===== src/rtl/switch_pkg.sv =====
// Shared width helpers and the short debounce default used for simulation builds
// of the multi-channel switch event counter.
package switch_pkg;

  localparam int DEBOUNCE_SIM = 4;

  function automatic int clog2(input int value);
    int r;
    r = 0;
    for (int i = 0; i < 31; i++) begin
      if ((1 << i) < value) r = i + 1;
    end
    return r;
  endfunction

  // Channel-select width; a single channel still gets a 1-bit select.
  function automatic int sel_w(input int n_ch);
    return (n_ch > 1) ? clog2(n_ch) : 1;
  endfunction

  // Debounce counter width: ceil(log2(cycles)), never below 1 bit.
  function automatic int dbc_w(input int cycles);
    return (cycles > 2) ? clog2(cycles) : 1;
  endfunction

endpackage


===== src/rtl/switch_debounce_channel.sv =====
// One switch channel: 2-FF synchroniser, stability debounce and rising-edge detect.
// rise_now flags the edge on which stable will go 0->1, so the parent can count on that same edge.
module switch_debounce_channel
  import switch_pkg::*;
#(
  parameter int DEBOUNCE_CYCLES = DEBOUNCE_SIM
) (
  input  logic clock,
  input  logic reset_n,
  input  logic sw_raw,
  output logic stable,
  output logic rise,
  output logic rise_now
);

  localparam int CNT_W = dbc_w(DEBOUNCE_CYCLES);
  localparam logic [CNT_W-1:0] CNT_LAST = CNT_W'(DEBOUNCE_CYCLES - 1);

  logic sync_p0;
  logic sync_p1;
  logic [CNT_W-1:0] dbc_cnt;
  logic toggle;

  assign toggle   = (sync_p1 != stable) && (dbc_cnt == CNT_LAST);
  assign rise_now = toggle && !stable;

  always_ff @(posedge clock) begin
    if (!reset_n) begin
      sync_p0 <= 1'b0;
      sync_p1 <= 1'b0;
      dbc_cnt <= '0;
      stable  <= 1'b0;
      rise    <= 1'b0;
    end else begin
      // sync stage p0 -> p1, then debounce on the p1 level
      sync_p0 <= sw_raw;
      sync_p1 <= sync_p0;
      rise    <= rise_now;
      if (sync_p1 == stable) begin
        dbc_cnt <= '0;
      end else if (toggle) begin
        stable  <= ~stable;
        dbc_cnt <= '0;
      end else begin
        dbc_cnt <= dbc_cnt + CNT_W'(1);
      end
    end
  end

endmodule


===== src/rtl/multi_switch_event_counter.sv =====
// N-channel debounced switch event counter with per-channel clear, sticky limit
// flags and a registered channel-select output for the display FSM.
module multi_switch_event_counter
  import switch_pkg::*;
#(
  parameter int N_CH            = 4,
  parameter int WIDTH           = 8,
  parameter int DEBOUNCE_CYCLES = 1000000,
  parameter bit SATURATE        = 1'b0,
  localparam int SEL_W          = sel_w(N_CH)
) (
  input  logic             clock,
  input  logic             reset_n,
  input  logic [N_CH-1:0]  sw_in,
  input  logic             count_up,
  input  logic [N_CH-1:0]  clear,
  input  logic [SEL_W-1:0] sel,
  output logic [N_CH-1:0]  sw_stable,
  output logic [N_CH-1:0]  rise_pulse,
  output logic [N_CH-1:0]  limit_flag,
  output logic [WIDTH-1:0] sel_count
);

  localparam logic [WIDTH-1:0] CNT_MAX = '1;

  logic [WIDTH-1:0] count [N_CH];
  logic [N_CH-1:0]  rise_now;
  logic [WIDTH-1:0] sel_mux;

  function automatic logic at_limit(input logic [WIDTH-1:0] c, input logic up);
    return up ? (c == CNT_MAX) : (c == '0);
  endfunction

  // Natural modular arithmetic gives the wrap; saturation just holds at the limit.
  function automatic logic [WIDTH-1:0] step_count(input logic [WIDTH-1:0] c, input logic up);
    if (SATURATE && at_limit(c, up)) return c;
    return up ? c + WIDTH'(1) : c - WIDTH'(1);
  endfunction

  for (genvar i = 0; i < N_CH; i++) begin : g_ch
    switch_debounce_channel #(
      .DEBOUNCE_CYCLES(DEBOUNCE_CYCLES)
    ) u_chan (
      .clock    (clock),
      .reset_n  (reset_n),
      .sw_raw   (sw_in[i]),
      .stable   (sw_stable[i]),
      .rise     (rise_pulse[i]),
      .rise_now (rise_now[i])
    );
  end

  // Out-of-range selects fall through to zero.
  always_comb begin
    sel_mux = '0;
    for (int i = 0; i < N_CH; i++) begin
      if (SEL_W'(i) == sel) sel_mux = count[i];
    end
  end

  always_ff @(posedge clock) begin
    if (!reset_n) begin
      for (int i = 0; i < N_CH; i++) count[i] <= '0;
      limit_flag <= '0;
      sel_count  <= '0;
    end else begin
      for (int i = 0; i < N_CH; i++) begin
        if (clear[i]) begin
          count[i]      <= '0;
          limit_flag[i] <= 1'b0;
        end else if (rise_now[i]) begin
          count[i] <= step_count(count[i], count_up);
          if (at_limit(count[i], count_up)) limit_flag[i] <= 1'b1;
        end
      end
      sel_count <= sel_mux;
    end
  end

endmodule

===== config.mk =====
export PLATFORM = sky130hd
export DESIGN_NAME = multi_switch_event_counter
export DESIGN_NICKNAME = d
export VERILOG_FILES = /design/src/rtl/switch_pkg.sv /design/src/rtl/switch_debounce_channel.sv /design/src/rtl/multi_switch_event_counter.sv
export SDC_FILE = /design/constraint.sdc
export NUM_CORES = 1
export LEC_CHECK = 0
export ABC_AREA = 1
export ABC_CLOCK_PERIOD_IN_PS = 2550
export CAP_MARGIN = 20
export CORE_AREA = 5 5 126 128
export CTS_BUF_LIST = sky130_fd_sc_hd__clkbuf_2 sky130_fd_sc_hd__clkbuf_4 sky130_fd_sc_hd__clkbuf_8
export CTS_CLUSTER_DIAMETER = 120
export DETAILED_ROUTE_END_ITERATION = 8
export DIE_AREA = 0 0 131 133
export PLACE_DENSITY = 0.8
export SLEW_MARGIN = 20
export SYNTH_ARGS = -nofsm -noshare
export SYNTH_HDL_FRONTEND = slang
export SYNTH_SLANG_ARGS = --single-unit

===== constraint.sdc =====
create_clock -name clock -period 2.55 [get_ports clock]
set_input_delay 0.51 -clock clock [delete_from_list [all_inputs] [get_ports clock]]
set_output_delay 0.51 -clock clock [all_outputs]
set_load 0.05 [all_outputs]

# ---- Word-level counts from Yosys, hierarchy flattened
# Memory sizes are Yosys's and may differ from the RTL's.
# Index checks and enable logic that the tools add are counted.
dict set report totals {
  ff_bits 108
  latchBits 0
  mem_bits_rw 32
  rom_bits 0
  input_bits 13
  word_cells 156
  mem_count 1
}
# memory depth width read_ports rd_clocked_by_memory_dff wr line
set memory_table {}
lappend memory_table {count 4 8 4 0 4 multi_switch_event_counter.sv:26} ;# logic [WIDTH-1:0] count [N_CH];
dict set report op_classes {
  n_addsub 12
  n_mul 0
  n_div 0
  magnitude_cmp 0
  eq_ne 19
  shift 0
  n_mux 49
  bitwise_logic 17
  n_reduce_logical 33
}
# operator n
set ops {}
lappend ops {{$mux 8} 16}
lappend ops {{$add 20x1->20 const B} 4}
lappend ops {{$eq 20x20->1 const B} 4}
lappend ops {{$mux 1} 33}
lappend ops {{$add 8x1->8 const B} 4}
lappend ops {{$eq 8x8->1 const B} 4}
lappend ops {{$logic_not 8->1} 4}
lappend ops {{$sub 8x1->8 const B} 4}
lappend ops {{$reduce_and 2->1} 8}
lappend ops {{$reduce_or 3->1} 4}
lappend ops {{$not 1->1} 9}
lappend ops {{$logic_and 1x1->1} 8}
lappend ops {{$or 1x1->1} 8}
lappend ops {{$reduce_or 2->1} 4}
lappend ops {{$eq 1x1->1} 4}
lappend ops {{$eq 2x2->1 const A} 2}
lappend ops {{$logic_not 1->1} 4}
lappend ops {{$ne 1x1->1} 4}
lappend ops {{$eq 1x2->1 const A} 1}
lappend ops {{$logic_not 2->1} 1}

# ---- Longest topological paths before layout
dict set report logic_depth {
  ltp_word 8
  mapped_depth 10
}

# ---- By module
# From an unflattened synthesis, not the netlist that was laid out.
dict set report hier_totals {
  hier_cells 1173
  area_unflattened_um2 8162.8
}
# mod n_inst cells_each area_per_inst_um2
set by_module_without_submodules {}
lappend by_module_without_submodules {{switch_debounce_channel (g_ch[0].u_chan ...)} 3 179 1231.2}
lappend by_module_without_submodules {multi_switch_event_counter 1 456 3249.4}
lappend by_module_without_submodules {{switch_debounce_channel (g_ch[3].u_chan)} 1 180 1219.9}

# ---- Worst setup path after synthesis
# OpenSTA, ideal clock, no wires.
dict set report synth_path {
  path_kind {input port to flip-flop}
  start {input count_up}
  end {memory count[1][7], data pin}
  setup_ps 255
  arrival_time_ps 2284
  path_slack_ps 11
  stages 8
  n_path_buf 1
  cell_sequence {clkbuf_1 inv_1 ha_1 a21o_1 a21boi_0 nand3_1 nand3_1 nor2_1}
}
# item line
set synth_rtl {}
lappend synth_rtl {{from (decl)} multi_switch_event_counter.sv:15} ;# input logic count_up,
lappend synth_rtl {{to (decl)} multi_switch_event_counter.sv:26}

# ---- Final worst setup path
dict set report layout_path {
  start {register g_ch[2].u_chan.stable}
  end {output sw_stable[2]}
}
# item line
set layout_rtl {}
lappend layout_rtl {{from (decl)} switch_debounce_channel.sv:11} ;# output logic stable,
lappend layout_rtl {{from (signal assigned)} switch_debounce_channel.sv:42} ;# stable <= ~stable;
lappend layout_rtl {{to (decl)} multi_switch_event_counter.sv:18} ;# output logic [N_CH-1:0] sw_stable,
# No word-level cell between the ends.

==> results.toml <==
[status]
outcome = "finished clean"

[timing]
hold_viol = 0
timing.final.crit_period_ns = 2.34
setup-violations-final = 0
grt_setup_unrepaired = "false"
timing.max_slew.rel_slack = 0.661
clock_skew_ns = 0.0166
postLayoutSetupSlackWorst_ns = 0.215
worst_hold_slack_ns = 0.429
finalCritPeriodShare = 0.916
tns_ns = 0
worst_slew_pin_slew_ns = 0.505
timing.fmax_mhz = 428
slew_viol_final = 0

[global_route]
grt_start_max_net_pins = 29
total_routing_resource_utilization_after_global_routing = 0.199
grt_pass1_vias = 6273
antenna_violations_before_repair = 0
globalRoute.totalOverflow = 0
grt_pass1_wl_um = 28400

[clocking]
cts_tree = "done"
postCtsHoldBufs = 0
root_buffer = "sky130_fd_sc_hd__clkbuf_8"
cts_post_setup_buffers_inserted = 0
postCtsResizedCells = 0
cts-root-to-sink-buffers = 2
cts_num_sinks = 140
tritoncts.num_buffers = 17
ctsHtreeMaxLevel = 4
cts.reportedPaths.clkPinSlew_ns = 0.08
worstSkewPairLatency_ns = 0.46

[routing]
dr_wl_met3_um = 918
drtIter0Drc = 461
final_antenna_net_count = 0
drt_pass1_iterations = 5
vias_per_cell = 5.28
m1WireLength_um = 7810
route.final.wire_length_um = 16700
detailroute.wirelength.met2_um = 7630
routedWlPerCell_um = 13.1
routed.top_layer = "met4"
route.vias.total = 6744
drc = 0

[synthesis]
synth.area.top_cells = "sky130_fd_sc_hd__dfxtp_1 (27%), sky130_fd_sc_hd__edfxtp_1 (12%), sky130_fd_sc_hd__nand2_1 (8.2%)"
synth_area_per_cell_um2 = 7.64
ffs_latches_synth = 140
synth_enable_flop_cells = 32
instance_count_of_the_mapped_netlist = 1033
netlist.top_cell.by_area = "sky130_fd_sc_hd__dfxtp_1"
ys.flop_type = "sky130_fd_sc_hd__dfxtp_1"
synthesis.area_um2 = 7890
yosys.area.top_type_share = 0.274
synth_seq_area_share = 0.396
yosys.cell_types.count = 42
yosysWarnings = 0
synthesized_netlist_net_count = 1078
synthArstFlopShare = 0

[min_path]
hold_path_class = "reg2reg"
min-delay-start = "g_ch[3].u_chan.sync_p0$_SDFF_PN0_"
hold_path_end = "g_ch[3].u_chan.sync_p1$_SDFF_PN0_"
worst_hold_path.num_cells = 2

[finish]
final_net_count = 1121
drive_above_1_share = 0.100
mostFrequentLayoutCell = "sky130_fd_sc_hd__nand2_1"
most_used_cells_in_the_layout_excluding_fill_and_tap_cells = "sky130_fd_sc_hd__nand2_1 (173), sky130_fd_sc_hd__inv_1 (150), sky130_fd_sc_hd__nor2_1 (149), sky130_fd_sc_hd__dfxtp_1 (108), sky130_fd_sc_hd__nand3_1 (68)"
area.growth.synth_to_final_pct = 11.7
antennaDiodeCount = 0

[setup_path]
cell_chain_critical_path = "clkdlybuf4s50_1"
reg2reg_to = "count[0][6]$_SDFFCE_PN0P_"
register_to_register_setup_slack_ns = 0.54
cp-end-kind = "output pin"
worstPathMaxFanout = 5
timing.rr.start = "g_ch[0].u_chan.dbc_cnt[0]$_SDFF_PP0_"
critPathSlowestCell = "sky130_fd_sc_hd__clkdlybuf4s50_1"
req_time_crit_path_ns = 2.04
critical_path.n_buffers_inverters = 1
worst_ep_arrival_time_ns = 1.83
max_stage_delay_ns = 0.87
critical_path.top_delay_family = "buffers and inverters"
cell_depth_of_the_worst_flop_to_flop_path = 7
startpoint_class_of_the_critical_path = "flop"
critPathKind = "reg2out"

[floorplan]
floorplan.rows = 45
core_region_area_um2 = 14800
die_area_um2 = 17400
design.portCount = 33
die_y_um = 133
initial_core_util = 0.535
die_w_um = 131

[place]
pre_cts_slack_ns = 0.0150
place_congestion = 0.917
buffers_added_on_ports = 32
place_hpwl_um = 12200

[power_and_ir_drop]
share_comb_of_total_power = 0.094
max-vdd-ir-drop_uv = 631
leakage_nw = 3.50
powerDensity_nw_per_um2 = 520
power.switching_fraction = 0.263
power.share.sequential = 0.510
power.internal_mw = 3.38
share_clk_of_total_power = 0.396
switchingPower_mw = 1.20

[flow_run]
cap_violations = 0
==> logic make-up after synthesis <==
logic type	share of synthesized area
simple gates	0.334
buf+inv	0.0907
flops	0.396
compound gates	0.0686
xor+xnor	0.0566
fa+ha+maj	0.0545
==> cell type report <==
cell class | count | area [µm²]
Clock inverter | 13 | 136
Fill cell | 1348 | 5930
Timing Repair Buffer | 47 | 445
Clock buffer | 19 | 255
Multi-Input combinational cell | 718 | 4050
Tap cell | 188 | 235
Inverter | 152 | 571
Sequential cell | 140 | 3120
==> worst min-delay path: cells and delay by family (launching register included) <==
kind	cells	cell delay, ns
buffers and inverters	1	0.04
AND/OR/NAND/NOR	1	0.05
flip-flops	1	0.31
==> power by group through the flow <==
stage,clock network [mW],logic [mW],registers (mW)
floorplan,0,0.276,2.41
global placement,0,0.416,2.39
detailed placement,0,0.425,2.39
CTS,1.85,0.429,2.34
global route,1.94,0.484,2.34
finish,1.81,0.431,2.34
==> sequential cells by signal (all words and copies together) (netlist names) <==
| signal | cells |
|---|---|
| g_ch.u_chan.rise | 4 |
| count | 32 |
| sel_count | 8 |
| g_ch.u_chan.stable | 4 |
| g_ch.u_chan.sync_p1 | 4 |
| g_ch.u_chan.dbc_cnt | 80 |
| g_ch.u_chan.sync_p0 | 4 |
| limit_flag | 4 |
==> synthesized netlist by cell type, types with 3 or more instances <==
library cell,number
sky130_fd_sc_hd__o21ai_0,22
sky130_fd_sc_hd__or2_2,7
sky130_fd_sc_hd__or2_0,4
sky130_fd_sc_hd__o211ai_1,3
sky130_fd_sc_hd__inv_1,150
sky130_fd_sc_hd__nand3_1,68
sky130_fd_sc_hd__nor2_4,9
sky130_fd_sc_hd__ha_1,28
sky130_fd_sc_hd__xor2_1,31
sky130_fd_sc_hd__nand3b_1,6
sky130_fd_sc_hd__clkbuf_1,4
sky130_fd_sc_hd__buf_4,9
sky130_fd_sc_hd__nand2_2,6
sky130_fd_sc_hd__nand2_1,173
sky130_fd_sc_hd__xnor2_1,20
sky130_fd_sc_hd__a21oi_1,47
sky130_fd_sc_hd__a21o_1,4
sky130_fd_sc_hd__buf_2,8
sky130_fd_sc_hd__dfxtp_1,108
sky130_fd_sc_hd__nor2_1,149
sky130_fd_sc_hd__a31oi_1,6
sky130_fd_sc_hd__nor3_1,37
sky130_fd_sc_hd__nor3_2,13
sky130_fd_sc_hd__nor2_2,8
sky130_fd_sc_hd__nand3_2,8
sky130_fd_sc_hd__o221ai_1,5
sky130_fd_sc_hd__nand4_1,38
sky130_fd_sc_hd__o22ai_1,5
sky130_fd_sc_hd__a21boi_0,3
sky130_fd_sc_hd__edfxtp_1,32
sky130_fd_sc_hd__fa_1,4
==> through the flow <==
stage / utilization / power, mW / instances / cell area (µm²)
global placement: 0.571 / 2.81 / 1245 / 8430
finish: 0.598 / 4.58 / 1277 / 8820
floorplan: - / 2.68 / 1033 / 7890
global route: 0.598 / 4.77 / 1277 / 8820
detailed placement: 0.571 / 2.81 / 1245 / 8430
CTS: 0.598 / 4.62 / 1277 / 8820
==> routing by layer <==
layer  vias to the layer above  GRT usage
met5                         -          0
met4                         0     0.0703
met3                        37     0.0505
met2                       165      0.306
met1                      3080      0.271
li1                       3462          -
==> worst max-delay path by stage <==
stage,startpoint,to,slack [ns],cells past startpoint
after floorplan,count_up,count[1][7]$_SDFFCE_PN0P_,0.01,8
after global placement,count_up,count[0][7]$_SDFFCE_PN0P_,0.11,9
after detailed placement,count_up,count[0][7]$_SDFFCE_PN0P_,0.01,9
after CTS,g_ch[2].u_chan.stable$_SDFFE_PN0P_,sw_stable[2],0.18,1
after global routing,g_ch[2].u_chan.stable$_SDFFE_PN0P_,sw_stable[2],0.15,1
final,g_ch[2].u_chan.stable$_SDFFE_PN0P_,sw_stable[2],0.21,1
Note: power is estimated with default switching activity, not from simulation.
